`config.mk`:
```
export PLATFORM = sky130hd
export DESIGN_NAME = shift_frame_sequencer
export DESIGN_NICKNAME = d
export VERILOG_FILES = /design/src/rtl/shift_seq_pkg.sv /design/src/rtl/shift_reg_ple.sv /design/src/rtl/shift_frame_sequencer.sv
export SDC_FILE = /design/constraint.sdc
export NUM_CORES = 1
export LEC_CHECK = 0
export ABC_AREA = 1
export BUFFER_PORTS_ARGS = -buffer_cell sky130_fd_sc_hd__buf_4
export CAP_MARGIN = 25
export CELL_PAD_IN_SITES_DETAIL_PLACEMENT = 1
export CELL_PAD_IN_SITES_GLOBAL_PLACEMENT = 2
export CORE_MARGIN = 4
export CORE_UTILIZATION = 25
export DETAILED_ROUTE_END_ITERATION = 8
export GPL_TIMING_DRIVEN = 0
export PLACE_DENSITY_LB_ADDON = 0.1
export SYNTH_ARGS = -nofsm -noshare
export SYNTH_HDL_FRONTEND = slang
export SYNTH_SLANG_ARGS = --single-unit
```
`constraint.sdc`:
```
create_clock -name clk -period 1.35 [get_ports clk]
set_input_delay 0.135 -clock clk [delete_from_list [all_inputs] [get_ports clk]]
set_output_delay 0.135 -clock clk [all_outputs]
set_load 0.1 [all_outputs]
```
`src/rtl/shift_seq_pkg.sv`:
```
`default_nettype none
// ============================================================================
// Module   : shift_seq_pkg
// Purpose  : Shared types and constants for the shift frame sequencer.
// Revision : 1.0 - initial release
// ============================================================================
package shift_seq_pkg;

  typedef enum logic [1:0] {
    S_IDLE  = 2'd0,
    S_SHIFT = 2'd1,
    S_GAP   = 2'd2
  } state_t;

  localparam logic REQ0 = 1'b0;
  localparam logic REQ1 = 1'b1;

  localparam int DEFAULT_WIDTH = 8;
  localparam int DEFAULT_GAP   = 1;

endpackage
`default_nettype wire

```
`src/rtl/shift_reg_ple.sv`:
```
`default_nettype none
// ============================================================================
// Module   : shift_reg_ple
// Purpose  : WIDTH-bit register with parallel load and shift-left serial in.
// Revision : 1.0 - initial release
// ============================================================================
module shift_reg_ple
  import shift_seq_pkg::*;
#(
  parameter int WIDTH = DEFAULT_WIDTH
) (
  input  logic             clk,
  input  logic             reset,
  input  logic             i_load,
  input  logic [WIDTH-1:0] i_data,
  input  logic             i_shift,
  input  logic             i_ser_in,
  output logic [WIDTH-1:0] o_q,
  output logic             o_msb
);

  logic [WIDTH-1:0] r_q;

  // Load has priority so a new frame can start on the edge a shift would occur.
  always_ff @(posedge clk) begin
    if (!reset) begin
      r_q <= '0;
    end else if (i_load) begin
      r_q <= i_data;
    end else if (i_shift) begin
      r_q <= {r_q[WIDTH-2:0], i_ser_in};
    end
  end

  assign o_q   = r_q;
  assign o_msb = r_q[WIDTH-1];

endmodule
`default_nettype wire

```
`src/rtl/shift_frame_sequencer.sv`:
```
`default_nettype none
// ============================================================================
// Module   : shift_frame_sequencer
// Purpose  : Round-robin shares one serial shift frame between two requesters.
// Revision : 1.0 - initial release
// ============================================================================
module shift_frame_sequencer
  import shift_seq_pkg::*;
#(
  parameter int WIDTH = DEFAULT_WIDTH,
  parameter int GAP   = DEFAULT_GAP
) (
  input  logic             clk,
  input  logic             reset,
  input  logic [1:0]       req_valid,
  input  logic [WIDTH-1:0] req_data0,
  input  logic [WIDTH-1:0] req_data1,
  output logic [1:0]       req_ready,
  output logic             grant_id,
  output logic             ser_out,
  output logic             ser_en,
  input  logic             ser_in,
  output logic [WIDTH-1:0] rx_data,
  output logic             done,
  output logic             busy
);

  localparam int c_cnt_w = $clog2(WIDTH);
  localparam int c_gap_w = (GAP < 2) ? 1 : $clog2(GAP);
  localparam logic [c_cnt_w-1:0] c_cnt_last = c_cnt_w'(WIDTH - 1);
  localparam logic [c_gap_w-1:0] c_gap_last = c_gap_w'((GAP > 0) ? GAP - 1 : 0);

  state_t             r_state, w_next;
  logic [c_cnt_w-1:0] r_cnt;
  logic [c_gap_w-1:0] r_gap_cnt;
  logic               r_prio, r_grant, r_done;
  logic [WIDTH-1:0]   r_rx;
  logic               w_winner, w_accept, w_last_bit, w_gap_end, w_msb;
  logic [WIDTH-1:0]   w_shreg;

  // r_prio names the requester that wins a tie: the one not granted last.
  always_comb begin
    w_winner = REQ0;
    if (req_valid == 2'b11) begin
      w_winner = r_prio;
    end else if (req_valid[1]) begin
      w_winner = REQ1;
    end
  end

  assign w_last_bit = (r_cnt == c_cnt_last);
  assign w_gap_end  = (r_gap_cnt == c_gap_last);

  always_ff @(posedge clk) begin
    if (!reset) begin
      r_state <= S_IDLE;
    end else begin
      r_state <= w_next;
    end
  end

  always_comb begin
    w_next    = r_state;
    req_ready = 2'b00;
    ser_en    = 1'b0;
    ser_out   = 1'b0;
    w_accept  = 1'b0;
    case (r_state)
      S_IDLE: begin
        if (|req_valid) begin
          req_ready = w_winner ? 2'b10 : 2'b01;
          w_accept  = 1'b1;
          w_next    = S_SHIFT;
        end
      end
      S_SHIFT: begin
        ser_en  = 1'b1;
        ser_out = w_msb;
        if (w_last_bit) begin
          w_next = (GAP > 0) ? S_GAP : S_IDLE;
        end
      end
      S_GAP: begin
        if (w_gap_end) begin
          w_next = S_IDLE;
        end
      end
      default: w_next = S_IDLE;
    endcase
  end

  always_ff @(posedge clk) begin
    if (!reset) begin
      r_cnt     <= '0;
      r_gap_cnt <= '0;
      r_prio    <= REQ0;
      r_grant   <= REQ0;
      r_done    <= 1'b0;
      r_rx      <= '0;
    end else begin
      r_done <= 1'b0;
      if (w_accept) begin
        r_cnt   <= '0;
        r_grant <= w_winner;
        r_prio  <= ~w_winner;
      end else if (r_state == S_SHIFT) begin
        r_cnt <= r_cnt + c_cnt_w'(1);
        if (w_last_bit) begin
          r_rx      <= {w_shreg[WIDTH-2:0], ser_in};
          r_done    <= 1'b1;
          r_gap_cnt <= '0;
        end
      end
      if (r_state == S_GAP) begin
        r_gap_cnt <= r_gap_cnt + c_gap_w'(1);
      end
    end
  end

  shift_reg_ple #(
    .WIDTH(WIDTH)
  ) u_shreg (
    .clk      (clk),
    .reset    (reset),
    .i_load   (w_accept),
    .i_data   (w_winner ? req_data1 : req_data0),
    .i_shift  (r_state == S_SHIFT),
    .i_ser_in (ser_in),
    .o_q      (w_shreg),
    .o_msb    (w_msb)
  );

  assign grant_id = r_grant;
  assign rx_data  = r_rx;
  assign done     = r_done;
  assign busy     = (r_state != S_IDLE);

endmodule
`default_nettype wire
```
==> results of run 1 <==
-- metrics by stage --
step / cells / util, %
3_5_place_dp: 301 / 35.24
5_1_grt: 324 / 41.75
2_1_floorplan: 196 / -
3_3_place_gp: 301 / 35.24
4_1_cts: 316 / 39.74
6_report: 324 / 41.75
-- cell type report --
| type | count | area (sq um) |
|---|---|---|
| plain buffers | 8 | 88.84 |
| clock buffers | 4 | 45.04 |
| fillers | 637 | 3013 |
| inverters | 36 | 177.7 |
| multi-input cells | 129 | 804.5 |
| flip-flops and latches | 25 | 508.0 |
| well taps | 70 | 87.58 |
| repair buffers | 52 | 447.9 |
-- repair_timing --
action                     CTS  global route
hold buffers                 0             0
pin swaps                    5             5
hold endpoints to repair     0             0
resized for setup           30            13
setup buffers                9             7
gates cloned                 2             1
setup endpoints to repair   26            24
-- layer usage --
layer | GRT usage, % | share of wire [%]
met3 | 1.974 | 4.1
met5 | 0 | 0
met4 | 3.488 | 0.90
met1 | 18.73 | 46
met2 | 25.81 | 49
-- path summary, 6_finish.rpt --
| check | cells past startpoint | endpoint | slack, ps |
|---|---|---|---|
| max | 7 | req_ready[0] | -120 |
| min | 3 | rx_data[0] | 150 |
| max reg2reg | 9 | u_shreg.o_q[7] | -20 |
| min reg2reg | 2 | rx_data[5] | 480 |
-- state kept, by name (all words and copies together), names as in the netlist --
name and cells:
r_state 2, rx_data 8, grant_id 1, r_prio 1
r_cnt 3, done 1, r_gap_cnt 1, u_shreg.o_q 8
-- worst min-delay path, stage by stage --
cell                      delay (ps)
sky130_fd_sc_hd__buf_4            90
sky130_fd_sc_hd__o21ai_1          60
sky130_fd_sc_hd__nor2_1          100
-- kinds of logic (layout without fill, tap and decap cells) --
| group | count (synthesis) | after routing | synth area share [%] |
|---|---|---|---|
| simple gates | 97 | 99 | 32.66 |
| buf+inv | 44 | 100 | 14.67 |
| compound gates | 23 | 23 | 9.594 |
| fa+ha+maj | 6 | 6 | 5.535 |
| xor+xnor | 1 | 1 | 0.6459 |
| flops | 25 | 25 | 36.90 |
-- power by group through the flow --
stage	logic [mW]	clock network, mW	registers, mW
after floorplan	1.99	0	1.08
after global placement	2.48	0	1.07
after detailed placement	2.54	0	1.07
after CTS	3.03	0.486	1.08
after global routing	3.49	0.510	1.12
final	3.22	0.470	1.09
-- Yosys cell counts --
| library cell | n | area share (%) |
|---|---|---|
| sky130_fd_sc_hd__inv_2 | 2 | 0.55 |
| sky130_fd_sc_hd__nor2_4 | 1 | 0.83 |
| sky130_fd_sc_hd__clkinv_2 | 1 | 0.37 |
| sky130_fd_sc_hd__dfxtp_1 | 25 | 37 |
| sky130_fd_sc_hd__nor2_1 | 22 | 6.1 |
| sky130_fd_sc_hd__o21ai_2 | 1 | 0.65 |
| sky130_fd_sc_hd__nand2_1 | 33 | 9.1 |
| sky130_fd_sc_hd__nand4_1 | 9 | 4.2 |
| sky130_fd_sc_hd__buf_2 | 2 | 0.74 |
| sky130_fd_sc_hd__o21ai_0 | 8 | 3.0 |
| sky130_fd_sc_hd__ha_1 | 6 | 5.5 |
| sky130_fd_sc_hd__a21oi_1 | 4 | 1.5 |
| sky130_fd_sc_hd__nand2_4 | 1 | 0.83 |
| sky130_fd_sc_hd__inv_1 | 33 | 9.1 |
| sky130_fd_sc_hd__o21ai_1 | 9 | 3.3 |
| sky130_fd_sc_hd__buf_6 | 3 | 2.5 |
| sky130_fd_sc_hd__nand3_1 | 29 | 11 |
| sky130_fd_sc_hd__xnor2_1 | 1 | 0.65 |
| sky130_fd_sc_hd__o21ai_4 | 1 | 1.2 |
| sky130_fd_sc_hd__nand2_2 | 2 | 0.92 |
| sky130_fd_sc_hd__clkbuf_1 | 1 | 0.28 |
| sky130_fd_sc_hd__buf_4 | 2 | 1.1 |
==> reports/qor.txt, run 1 <==
STA
------------------------------------------------------------------------------------------------------
Unrepaired setup endpoints after global routing .........................................          yes
Endpoints failing hold ..................................................................            0
Achievable clock frequency ..............................................................    681.9 MHz
Total of endpoints with negative setup slack in the final report ........................           10
Final-layout setup total negative slack .................................................    -491.4 ps
Final min period ........................................................................      1467 ps
Worst hold-check slack ..................................................................     153.5 ps
Normalized max-slew margin ..............................................................       62.50%
Slew of the pin with the lowest slew margin .............................................     562.4 ps
Final setup margin ......................................................................    -116.6 ps
Ratio of final minimum period to clock period ...........................................       108.6%
Final count of pins violating max slew ..................................................            0
Layout Skew .............................................................................     5.151 ps

SETUP PATH
------------------------------------------------------------------------------------------------------
Maximum cell stage delay along the critical path ........................................       380 ps
R2R Path Start ..........................................................................   r_state[0]
CP Buf/Inv Count ........................................................................            4
WP data required ........................................................................      1220 ps
Critical path launch point ..............................................................   r_state[0]
Cells along the critical path ........................................................... inv_4 > ha_4 > inv_4 > nor2_1 > nand2_1 > clkinvlp_4 > buf_12
Most Frequent Cell on Critical Path ..................................................... sky130_fd_sc_hd__inv_4
Cell family with the largest share of critical-path delay ...............................   flip-flops
Sort of element at the end of the critical path .........................................  output port
Crit path kind .......................................................................... register to output port
Slowest library cell on the worst path .................................................. sky130_fd_sc_hd__dfxtp_4
Element type at the critical path start .................................................     register
Arrival time at the worst endpoint ......................................................      1330 ps
Max Fanout on Critical Path .............................................................            3

OUTCOME
------------------------------------------------------------------------------------------------------
Result of the run ....................................................................... finished with violations
Violated checks ......................................................................... setup timing

LOGIC SYNTHESIS
------------------------------------------------------------------------------------------------------
Synthesized area per cell ...............................................................  6.920 sq um
Sequential element share of the synthesized area ........................................       36.90%
Synth warn ..............................................................................            0
Synthesis-stage register bit count ......................................................           25
Syn_nets ................................................................................          223
Post-synthesis instance total ...........................................................          196
Post-synthesis cell area ................................................................   1356 sq um
Unique masters post-synth ...............................................................           22

DIE
------------------------------------------------------------------------------------------------------
Initial core utilization ................................................................       26.22%
Number of primary I/O pins ..............................................................           36
Chip height .............................................................................     81.66 um
Core area ...............................................................................   5172 sq um
Std-Cell Rows ...........................................................................           26
Die Wd ..................................................................................     81.66 um
Total die area ..........................................................................   6668 sq um

CLOCK NETWORK
------------------------------------------------------------------------------------------------------
Bufs on Longest Clock Path ..............................................................            2
Clock Latency Late Sink .................................................................       270 ps
Clock transition at the register clock pins on the worst setup and hold paths after CTS .       100 ps
Number of sinks on the clock net ........................................................           25
Clk root buf ............................................................................ sky130_fd_sc_hd__clkbuf_8
Total clock buffers created by CTS ......................................................            3
H-tree levels ...........................................................................            1
CTS tree ................................................................................         done

DETAILED ROUTING
------------------------------------------------------------------------------------------------------
ANT nets after route ....................................................................            0
Via-to-Cell Ratio .......................................................................        4.534
Number of vias in the routed layout .....................................................         1469
First drt pass iteration count ..........................................................            4
Routed len/inst .........................................................................     14.48 um
Number of violations reported at the end of detailed-routing iteration 0 ................           54
Total Wirelength ........................................................................     4.690 mm
DRC errors left .........................................................................            0

PWR
------------------------------------------------------------------------------------------------------
Switching part of the total .............................................................       48.52%
Maximum vdd drop ........................................................................      1594 uV
Cell area power density ................................................................. 2214 nW/um^2
Static Leakage ..........................................................................     1.071 nW
Proportion of power drawn by the clock network ..........................................         9.8%
Internal cell power .....................................................................     2.462 mW
Switch Pwr ..............................................................................     2.320 mW
Power share of the sequential group .....................................................        22.8%
Combinational group share of total power ................................................        67.4%
Post-layout power .......................................................................     4.782 mW

PLACED DESIGN
------------------------------------------------------------------------------------------------------
Placed inst area ........................................................................   1823 sq um
Last weighted congestion value of the routability-driven placer .........................       0.7505
Detailed placer's ending HPWL ...........................................................     3.277 mm
Input/output buffers ....................................................................           35
Placement Setup Slack ...................................................................    -210.6 ps

HOLD PATH
------------------------------------------------------------------------------------------------------
Hold Crit Class ......................................................................... input port to register
Worst Min Path Start ....................................................................       ser_in

LAYOUT
------------------------------------------------------------------------------------------------------
Post-layout nets ........................................................................          282
Post-synthesis to final-layout area growth ..............................................       59.22%
Diodes inserted .........................................................................            0
Share of layout cells above drive strength 1 ............................................       41.73%
Most common cell after layout, fill and taps aside ...................................... sky130_fd_sc_hd__buf_4
Layout Cell Area excl Fill ..............................................................   2160 sq um
Top library cells by usage in the layout, fill and taps aside ........................... sky130_fd_sc_hd__buf_4, sky130_fd_sc_hd__nand2_1, sky130_fd_sc_hd__inv_1

GLOBAL ROUTE
------------------------------------------------------------------------------------------------------
Antenna violations before repair ........................................................            0
All-Layer GR Usage ......................................................................       14.61%
Pin count of the biggest net entering global routing ....................................           14
Wire length of the first global-routing pass ............................................     7.507 mm
Number of global-route vias before repair ...............................................         1578
GRT Residual Overflow ...................................................................            0

JOB
------------------------------------------------------------------------------------------------------
Number of violations of the max-capacitance limit .......................................            0

Power figures use the tool's default switching activity.
==> run 2: changes to the inputs <==
CORE_UTILIZATION = 24   (was 25)
SYNTH_HIERARCHICAL = 1   (was not set)
==> run 2 against run 1 <==
  * The flow still finishes with violations (setup timing)
  * Via count down 8.9%
  * Utilization down 2.2 points
  * Routed wire length down 17%
  * Power down 54%
  * Critical endpoint unchanged
  * Setup slack worse by 11 ps
==> reports/qor.txt, run 2 <==
OUTCOME
------------------------------------------------------------------------------------------------------
Result of the run ....................................................................... finished with violations
Violated checks ......................................................................... setup timing

PLACED DESIGN
------------------------------------------------------------------------------------------------------
Last weighted congestion value of the routability-driven placer .........................       0.7125   -5.1%
Detailed placer's ending HPWL ...........................................................     2.880 mm   -12%
Input/output buffers ....................................................................           35   unchanged
Placed cell count .......................................................................          297   -1.3%
Placement Setup Slack ...................................................................    -270.8 ps   -60.19 ps

GLOBAL ROUTE
------------------------------------------------------------------------------------------------------
GRT Residual Overflow ...................................................................            0   unchanged
All-Layer GR Usage ......................................................................       12.44%   -2.2 points
Number of global-route vias before repair ...............................................         1432   -9.3%
Pin count of the biggest net entering global routing ....................................           15   +1
Antenna violations before repair ........................................................            0   unchanged
Wire length of the first global-routing pass ............................................     6.389 mm   -15%

SETUP PATH
------------------------------------------------------------------------------------------------------
Cell family with the largest share of critical-path delay ...............................   flip-flops
Arrival time at the worst endpoint ......................................................      1340 ps   about the same
Max Fanout on Critical Path .............................................................            3   unchanged
Cells on worst reg2reg path .............................................................           10   +1
Worst reg2reg endpoint .................................................................. u_shreg/o_q[7]
CP Buf/Inv Count ........................................................................            4   unchanged
Sort of element at the end of the critical path .........................................  output port
WP data required ........................................................................      1220 ps   about the same
Element type at the critical path start .................................................     register
Maximum cell stage delay along the critical path ........................................       390 ps   about the same
Register-to-register setup slack ........................................................      -110 ps   -90 ps
Crit path kind .......................................................................... register to output port
Cells along the critical path ........................................................... inv_4 > ha_4 > o21ai_4 > inv_2 > nand2_4 > clkinvlp_4 > buf_12
R2R Path Start ..........................................................................   r_state[0]
Total number of cells along the worst setup path ........................................            7   unchanged
Slowest library cell on the worst path .................................................. sky130_fd_sc_hd__dfxtp_4

HOLD PATH
------------------------------------------------------------------------------------------------------
Hold Crit Class ......................................................................... input port to register
Worst Min Path Start ....................................................................       ser_in
Hold endpoint ...........................................................................   rx_data[0]
Count of cells along the worst hold path ................................................            3   unchanged

PWR
------------------------------------------------------------------------------------------------------
Maximum vdd drop ........................................................................     495.7 uV   -69%
Switch Pwr ..............................................................................    0.7981 mW   -66%
Combinational group share of total power ................................................        41.7%   -26 points
Internal cell power .....................................................................     1.398 mW   -43%
Post-layout power .......................................................................     2.196 mW   -54%
Cell area power density ................................................................. 1066 nW/um^2   -52%
Power share of the sequential group .....................................................        37.7%   +15 points
Proportion of power drawn by the clock network ..........................................        20.6%   +11 points
Static Leakage ..........................................................................     1.009 nW   -5.8%
Switching part of the total .............................................................       36.35%   -12 points

LOGIC SYNTHESIS
------------------------------------------------------------------------------------------------------
Synthesized area per cell ...............................................................  6.797 sq um   -1.8%
Syn_nets ................................................................................          220   -1.3%
Post-synthesis instance total ...........................................................          192   -2.0%
Post-synthesis cell area ................................................................   1305 sq um   -3.8%
Synth warn ..............................................................................            6   +6

LAYOUT
------------------------------------------------------------------------------------------------------
Top library cells by usage in the layout, fill and taps aside ........................... sky130_fd_sc_hd__nand2_1, sky130_fd_sc_hd__buf_4, sky130_fd_sc_hd__nor2_1
Sequential standard cell area ...........................................................  506.7 sq um   -0.25%
Post-synthesis to final-layout area growth ..............................................       57.91%
Post-layout nets ........................................................................          276   -2.1%
Fin cells ...............................................................................          317   -2.2%
Share of layout cells above drive strength 1 ............................................       38.06%   -3.7 points
Most common cell after layout, fill and taps aside ...................................... sky130_fd_sc_hd__nand2_1
Fill cell count .........................................................................          657   +3.1%
Area of the multi-input gates ...........................................................  788.3 sq um   -2.0%
Diodes inserted .........................................................................            0   unchanged

STA
------------------------------------------------------------------------------------------------------
Normalized max-slew margin ..............................................................       81.26%   +19 points
Total of endpoints with negative setup slack in the final report ........................           12   +2
Unrepaired setup endpoints after global routing .........................................          yes
Ratio of final minimum period to clock period ...........................................       109.5%   +0.83 points
Layout Skew .............................................................................     1.413 ps   -3.738 ps
Slew of the pin with the lowest slew margin .............................................     283.4 ps   -279.0 ps
Achievable clock frequency ..............................................................    676.7 MHz   -0.76%
Final setup margin ......................................................................    -127.7 ps   -11.18 ps
Final count of pins violating max slew ..................................................            0   unchanged
Endpoints failing hold ..................................................................            0   unchanged
Final min period ........................................................................      1478 ps   +11.18 ps

DETAILED ROUTING
------------------------------------------------------------------------------------------------------
Routed len/inst .........................................................................     12.21 um   -16%
Number of violations reported at the end of detailed-routing iteration 0 ................           39   -28%
DRC errors left .........................................................................            0   unchanged
ANT nets after route ....................................................................            0   unchanged
First drt pass iteration count ..........................................................            4   unchanged
Number of vias in the routed layout .....................................................         1338   -8.9%
Via-to-Cell Ratio .......................................................................        4.221   -6.9%
Total Wirelength ........................................................................     3.870 mm   -17%

CLOCK NETWORK
------------------------------------------------------------------------------------------------------
H-tree levels ...........................................................................            1   unchanged
Clock transition at the register clock pins on the worst setup and hold paths after CTS .        90 ps   about the same
CTS tree ................................................................................         done
Number of hold-repair buffers added at the cts stage ....................................            0   unchanged
Total clock buffers created by CTS ......................................................            3   unchanged
Clock Latency Late Sink .................................................................       270 ps   about the same
Clk root buf ............................................................................ sky130_fd_sc_hd__clkbuf_8
Bufs on Longest Clock Path ..............................................................            2   unchanged
Number of sinks on the clock net ........................................................           25   unchanged

DIE
------------------------------------------------------------------------------------------------------
Chip height .............................................................................     81.74 um   +0.10%
Core area ...............................................................................   5205 sq um   +0.63%
Number of primary I/O pins ..............................................................           36   unchanged
Std-Cell Rows ...........................................................................           26   unchanged
Initial core utilization ................................................................       25.07%   -1.1 points
Total die area ..........................................................................   6681 sq um   +0.21%
Die Wd ..................................................................................     81.74 um   +0.10%

JOB
------------------------------------------------------------------------------------------------------
Number of violations of the max-capacitance limit .......................................            0   unchanged

[run 2: changes by cell type in the layout (fill, tap and decap cells not counted), moves of 3 or more]
cell and delta:
sky130_fd_sc_hd__ha_1 +3, sky130_fd_sc_hd__inv_1 -12, sky130_fd_sc_hd__nand2_1 +33, sky130_fd_sc_hd__nand2_2 +3, sky130_fd_sc_hd__nand3_1 -10, sky130_fd_sc_hd__nand3_2 -6, sky130_fd_sc_hd__nand4_1 -9, sky130_fd_sc_hd__nor2_1 +3
sky130_fd_sc_hd__o21ai_1 -5, sky130_fd_sc_hd__o21ai_2 -3
[run 2: worst max path at each step]
stage                           from        endpoint
after floorplan           r_state[0]    req_ready[0]
after global routing      r_state[1]    req_ready[0]
after CTS                 r_state[0]    req_ready[0]
after global placement    r_state[0]  u_shreg/o_q[7]
after detailed placement  r_state[0]  u_shreg/o_q[7]
final                     r_state[0]    req_ready[0]
[run 2: cell type report]
type,instances,share of cell area (%)
clock inverter,1,0.2429
sequential,25,24.59
tap,70,4.250
inverter,24,5.768
timing repair buffer,51,23.01
buffer,4,1.882
multi-input combinational,139,38.25
clock buffer,3,2.004
[run 2: repair_timing]
action,4_1_cts,5_1_grt
endpoints found under the setup margin,20,22
gates cloned,1,0
pin swaps,6,8
setup buffers,10,5
gates resized for setup,24,16
[run 2: power by group through the flow]
stage	clock network, mW	logic [mW]	registers [mW]
after floorplan	0	0.487	0.848
after global placement	0	0.650	0.837
after detailed placement	0	0.667	0.839
after CTS	0.476	0.844	0.827
after global routing	0.509	0.994	0.836
final	0.452	0.917	0.827
[run 2: per-layer routing]
metal	global-route usage (%)	routed length, um
met1	14.84	1709
met2	21.24	1889
met5	0	0
met4	5.648	74
met3	2.632	197
[run 2: stage by stage]
stage                     utilization, %  hold slack (ps)  setup TNS (ps)  cell area (sq um)
after detailed placement           32.72            425.0           -1952               1703
after CTS                          37.48            135.0           -1140               1951
after global routing               39.59            160.1           -1979               2061
after floorplan                        -            232.6          -278.5               1353
final                              39.59            137.0           -1047               2061
after global placement             32.72            407.7           -1460               1703
[run 2: worst min-delay path: stages]
cell                      delay, ps
sky130_fd_sc_hd__buf_4           90
sky130_fd_sc_hd__o21ai_1         80
sky130_fd_sc_hd__nor2_1          80
